===== src/rtl/bnn_img_loader.sv =====
// Byte-stream image loader and result hand-off for the BNN inference wrapper.
// Optional inference watchdog enabled by defining BNN_TIMEOUT_EN.
module bnn_img_loader #(
    parameter int unsigned IMG_BITS       = 904,
    parameter int unsigned TIMEOUT_CYCLES = 65536
) (
    input  logic                clk,
    input  logic                rst,
    input  logic [7:0]          rx_data,
    input  logic                rx_valid,
    output logic                rx_ready,
    input  logic                abort,
    output logic [IMG_BITS-1:0] img_out,
    output logic                img_buffer_full,
    output logic                bnn_enable,
    input  logic [3:0]          bnn_result,
    input  logic                bnn_result_ready,
    output logic                bnn_clear,
    output logic [3:0]          result_data,
    output logic                result_valid,
    input  logic                result_ack,
    output logic [6:0]          byte_count,
    output logic                timeout_err
);

    localparam int unsigned NUM_BYTES = IMG_BITS / 8;
    localparam int unsigned IW        = $clog2(IMG_BITS);

    if ((IMG_BITS % 8) != 0 || NUM_BYTES > 127) begin : g_bad_img_bits
        $error("bnn_img_loader: IMG_BITS must be a multiple of 8 with at most 127 bytes");
    end
    if (TIMEOUT_CYCLES == 0 || TIMEOUT_CYCLES > 131072) begin : g_bad_timeout
        $error("bnn_img_loader: TIMEOUT_CYCLES must be in 1..131072");
    end

    typedef enum logic [1:0] {
        S_FILL,
        S_WAIT_RESULT,
        S_PRESENT,
        S_CLEAR
    } state_t;

    state_t                r_state;
    logic                  r_rx_ready;
    logic [IMG_BITS-1:0]   r_img;
    logic                  r_img_full;
    logic                  r_bnn_enable;
    logic                  r_bnn_clear;
    logic [3:0]            r_result_data;
    logic                  r_result_valid;
    logic [6:0]            r_byte_count;

    logic                  w_accept;
    logic                  w_last;
    logic [IW-1:0]         w_lo;
    logic                  w_tmo_hit;

    // rx_ready is only high in FILL, so acceptance needs no state decode.
    assign w_accept = rx_valid & r_rx_ready & ~abort;
    assign w_last   = (r_byte_count == 7'(NUM_BYTES - 1));
    assign w_lo     = IW'(IMG_BITS - 8) - IW'({r_byte_count, 3'b000});

`ifdef BNN_TIMEOUT_EN
    logic [16:0] r_tmo_cnt;
    logic        r_timeout_err;

    assign w_tmo_hit   = (r_tmo_cnt == 17'(TIMEOUT_CYCLES - 1));
    assign timeout_err = r_timeout_err;

    always_ff @(posedge clk) begin
        if (rst || r_state != S_WAIT_RESULT) begin
            r_tmo_cnt <= '0;
        end else begin
            r_tmo_cnt <= r_tmo_cnt + 17'd1;
        end
    end

    // Abort and a same-cycle result both take precedence over the watchdog.
    always_ff @(posedge clk) begin
        if (rst) begin
            r_timeout_err <= 1'b0;
        end else if (r_state == S_WAIT_RESULT && w_tmo_hit && !abort && !bnn_result_ready) begin
            r_timeout_err <= 1'b1;
        end else if (w_accept && r_byte_count == 7'd0) begin
            r_timeout_err <= 1'b0;
        end
    end
`else
    assign w_tmo_hit   = 1'b0;
    assign timeout_err = 1'b0;
`endif

    always_ff @(posedge clk) begin
        if (rst) begin
            r_state        <= S_FILL;
            r_rx_ready     <= 1'b1;
            r_img          <= '0;
            r_img_full     <= 1'b0;
            r_bnn_enable   <= 1'b0;
            r_bnn_clear    <= 1'b0;
            r_result_data  <= '0;
            r_result_valid <= 1'b0;
            r_byte_count   <= '0;
        end else begin
            case (r_state)
                S_FILL: begin
                    if (abort) begin
                        r_byte_count <= '0;
                        r_img        <= '0;
                    end else if (w_accept) begin
                        r_img[w_lo +: 8] <= rx_data;
                        r_byte_count     <= r_byte_count + 7'd1;
                        if (w_last) begin
                            r_state      <= S_WAIT_RESULT;
                            r_rx_ready   <= 1'b0;
                            r_img_full   <= 1'b1;
                            r_bnn_enable <= 1'b1;
                        end
                    end
                end
                S_WAIT_RESULT: begin
                    if (abort || (!bnn_result_ready && w_tmo_hit)) begin
                        r_img_full   <= 1'b0;
                        r_bnn_enable <= 1'b0;
                        r_bnn_clear  <= 1'b1;
                        r_state      <= S_CLEAR;
                    end else if (bnn_result_ready) begin
                        r_result_data  <= bnn_result;
                        r_result_valid <= 1'b1;
                        r_img_full     <= 1'b0;
                        r_bnn_enable   <= 1'b0;
                        r_state        <= S_PRESENT;
                    end
                end
                S_PRESENT: begin
                    if (abort || result_ack) begin
                        r_result_valid <= 1'b0;
                        r_bnn_clear    <= 1'b1;
                        r_state        <= S_CLEAR;
                    end
                end
                S_CLEAR: begin
                    r_bnn_clear  <= 1'b0;
                    r_byte_count <= '0;
                    r_img        <= '0;
                    r_rx_ready   <= 1'b1;
                    r_state      <= S_FILL;
                end
                default: begin
                    r_state <= S_FILL;
                end
            endcase
        end
    end

    assign rx_ready        = r_rx_ready;
    assign img_out         = r_img;
    assign img_buffer_full = r_img_full;
    assign bnn_enable      = r_bnn_enable;
    assign bnn_clear       = r_bnn_clear;
    assign result_data     = r_result_data;
    assign result_valid    = r_result_valid;
    assign byte_count      = r_byte_count;

endmodule


===== config.mk =====
export PLATFORM = sky130hd
export DESIGN_NAME = bnn_img_loader
export DESIGN_NICKNAME = d
export VERILOG_FILES = /design/src/rtl/bnn_img_loader.sv
export SDC_FILE = /design/constraint.sdc
export NUM_CORES = 2
export LEC_CHECK = 0
export ABC_CLOCK_PERIOD_IN_PS = 10650
export BUFFER_PORTS_ARGS = -buffer_cell sky130_fd_sc_hd__buf_4
export CORE_AREA = 2 2 361 363
export CTS_BUF_LIST = sky130_fd_sc_hd__clkbuf_8 sky130_fd_sc_hd__clkbuf_16
export DETAILED_ROUTE_END_ITERATION = 10
export DIE_AREA = 0 0 363 365
export HOLD_SLACK_MARGIN = 0.05
export PLACE_DENSITY_LB_ADDON = 0.05
export SLEW_MARGIN = 20
export SYNTH_ARGS = -nofsm -noshare
export SYNTH_HDL_FRONTEND = slang
export SYNTH_SLANG_ARGS = --single-unit

===== constraint.sdc =====
create_clock -name clk -period 10.65 [get_ports clk]
set_clock_uncertainty 0.1 [all_clocks]
set_input_delay 1.065 -clock clk [delete_from_list [all_inputs] [get_ports clk]]
set_output_delay 1.065 -clock clk [all_outputs]
set_load 0.01 [all_outputs]

==> metrics.md <==
| Metric | Value |
|---|---|
| CTS Hold Buffers Added | `0` |
| Placed cell areas | `40600 sq um` |
| First-pass GRT wire length | `around 230000 microns` |
| Clock Latency Late Sink | `approximately 0.71 ns` |
| Count of final setup violators | `0` |
| CTS-repair resized insts | `0` |
| Core area | `roughly 130000 sq um` |
| Multi-input gate area | `12500 sq um` |
| TritonCTS Buffers | `111` |
| Std-Cell Rows | `132` |
| Final ANT Viol Nets | `0` |
| Htree depth | `3` |
| Synth unique cells | `68` |
| Crit path launch type | `flop` |
| CP Capture Type | `flop` |
| Routed vias | `approximately 28000` |
| Slew Viols, Final | `0` |
| Die area | `132000 sq um` |
| Clk sinks | `921` |
| WL final | `~170000 microns` |
| Post-Syn Area | `approximately 32000 sq um` |
| Vias in the first global route | `about 27000` |
| CTS tree | `yes` |
| I/O Pins | `939` |
| Slew Limit Headroom | `0.238` |
| Post-synthesis sequential area ratio | `0.580` |
| Chip Height | `around 370 microns` |
| PwrDens | `~170 nW/um^2` |
| Port-buffer cells | `between 900 and 1000` |
| Setup TNS | `0 ns` |
| Flops & latches, synth | `between 900 and 1000` |
| Total of warnings raised by yosys | `0` |
| Final worst path period share | `0.499` |
| CP max FO | `22` |
| Post-synth EDFFs | `0` |
| Critical path required time | `~11 ns` |
| Total GRT Usage | `0.240` |
| Hold path start | `img_out[885]` |
| Width of the die | `363 microns` |
| Root Driver | `clkbuf_16` |
| Power, Total | `about 0.0076 W` |
| Proportion of layout cells with a drive suffix above 1 | `0.316` |
| Crit Reg-Reg Startpoint | `byte_count[0]` |
| DR pass1 iterations | `5` |
| Worst min-delay path category | `reg -> reg` |
| Routed wire per std cell | `about 29 microns` |
| # Max-Cap Violations | `0` |
| Final hold vios | `0` |
| Placer Congestion | `roughly 0.77` |
| CTS clk-pin slew, worst paths | `0.06 ns` |
| Slew at the pin closest to its max-slew limit | `about 1.1 ns` |
| Crit path kind | `reg -> reg` |
| Mapped Nets | `roughly 3100` |
| Critical Path AT | `around 5.8 ns` |
| Fillers | `13200` |
| Layout area overhead | `39.4%` |
| Final #Nets | `3932` |
| Synth async-reset ratio | `0` |
| RSZ-0062 raised after global routing | `no` |
| Fmax | `between 150 and 200 MHz` |
| Avg Inst Size Synth | `10.5 sq um` |
| Setup Fix Bufs, Post-CTS | `0` |
| Final HPWL DP | `roughly 120000 microns` |
| Cell count after synthesis | `around 3000` |
| Storage cell area | `roughly 18000 sq um` |
| Commonest register cell after synthesis | `dfxtp_1` |
| Clk buf depth | `3` |
| Final Cell Area | `approximately 44000 sq um` |
| DR DRC count | `0` |
| Min Tclk post-route | `between 5 and 6 ns` |
| Lkg Pwr | `~18 nW` |
| Antenna violations before repair | `7` |
| Vias/cell | `around 4.9` |
| GRT overflow | `0` |
| VDD IR-drop max | `about 0.12 mV` |
| Initial DRC count | `between 1500 and 2000` |
| Status | `finished, final reports clean` |
| CP startpoint | `byte_count[0]` |
| Largest net degree at the start of global routing | `roughly 190` |
| Starting Density | `0.247` |
## power breakdown
part,switching (W),internal [W]
sequential,0.00000415,0.00345
combinational,0.000255,0.0000500
clock,0.00156,0.00225
## cell type report
class | count | area share
Multi-Input combinational cell | 1862 | 0.283
Clock inverter | 55 | 0.00904
Antenna cell | 3 | 0.000169
Inverter | 10 | 0.000847
Timing Repair Buffer | 998 | 0.170
Clock buffer | 144 | 0.0737
Tap cell | 1675 | 0.0473
Sequential cell | 921 | 0.416
## stage by stage
step                      utilization  worst slack (ns)  hold WS [ns]  std cells
after detailed placement        0.316              5.36         0.344       5466
after global routing            0.344              4.99         0.369       5668
final                           0.344              5.33         0.354       5668
after CTS                       0.344              5.32         0.356       5665
after floorplan                     -              7.17         0.379       3034
after global placement          0.315              5.38         0.336       5465
## layer usage
layer,track usage,part of all wire
met1,0.283,0.41
met2,0.422,0.50
met3,0.0798,0.079
met4,0.0468,0.018
met5,0,0.00024
## Yosys cell counts (16+ instances only)
library cell,n,share of area
a21oi_1,35,0.0055
a22o_1,272,0.075
a31oi_1,28,0.0055
a31oi_2,17,0.0067
a32o_1,107,0.034
and2_1,16,0.0032
buf_1,33,0.0039
buf_2,28,0.0044
clkbuf_1,171,0.020
dfxtp_1,921,0.58
mux2i_1,176,0.055
nand2_1,310,0.037
nand2b_1,20,0.0039
nand3_1,256,0.040
nand3b_1,35,0.0083
nor2_1,77,0.0091
o21ai_0,302,0.048
o2bb2ai_1,36,0.0099
o31ai_1,17,0.0040
## path summary, 6_finish.rpt
check                               endpoint  slack, ns  cells past startpoint
worst min-delay path            img_out[885]       0.35                      2
worst max register to register  img_out[589]       5.33                      9
worst max-delay path            img_out[589]       5.33                      9
worst min register to register  img_out[885]       0.35                      2
## flip-flops by register name, indices dropped and copies added, names as in the netlist
register,count
result_valid,1
byte_count,7
result_data,4
bnn_enable,1
bnn_clear,1
img_out,904
rx_ready,1
r_state,2
## critical path, cell delays in order (launching register included)
cell	delay (ns)
dfxtp_1	0.90
inv_1	0.20
ha_1	0.48
nor2_1	0.35
o221ai_1	0.35
or2_1	0.43
a31oi_4	0.82
and2_1	0.82
nor2_1	0.39
a22o_1	0.33
## kinds of logic (layout without fill, tap and decap cells)
family          Yosys count  count (layout)  share of synthesized area
other cells               1               4                   0.000118
compound gates          856             856                      0.200
simple gates            807             807                      0.124
buf+inv                 251            1207                     0.0322
mux                     176             176                     0.0555
fa+ha+maj                10              10                    0.00394
xor+xnor                 12              12                    0.00354
flops                   921             921                      0.580
## cell usage in the layout (no fill, tap or decap), types with 4 or more instances in the layout
cell       instances
clkbuf_8          30
nor3_1            10
clkinv_2          13
dfxtp_1          921
nand4_1            4
mux2i_1          176
or2_2              5
o21ai_0          301
a22o_1           272
nor2_2             9
nor2b_1           12
nor2_1            64
clkbuf_16        114
nor3_2             9
a21oi_2           11
a32o_1           107
nand2_1          310
a21oi_1           34
and2_1            13
inv_1             41
ha_1              10
o2bb2ai_1         36
a31oi_2           17
and2_2             4
nor2_4            11
nor4_1             5
xnor2_1            5
a31oi_1           26
nor3_4            10
and3_1             4
nand3_1          256
and4_1             5
buf_4            995
bufinv_16          5
or3_1              9
nand3b_1          35
xor2_1             6
nand2b_1          18
o31ai_1           17
No activity file was read; power rests on OpenSTA's default activity.
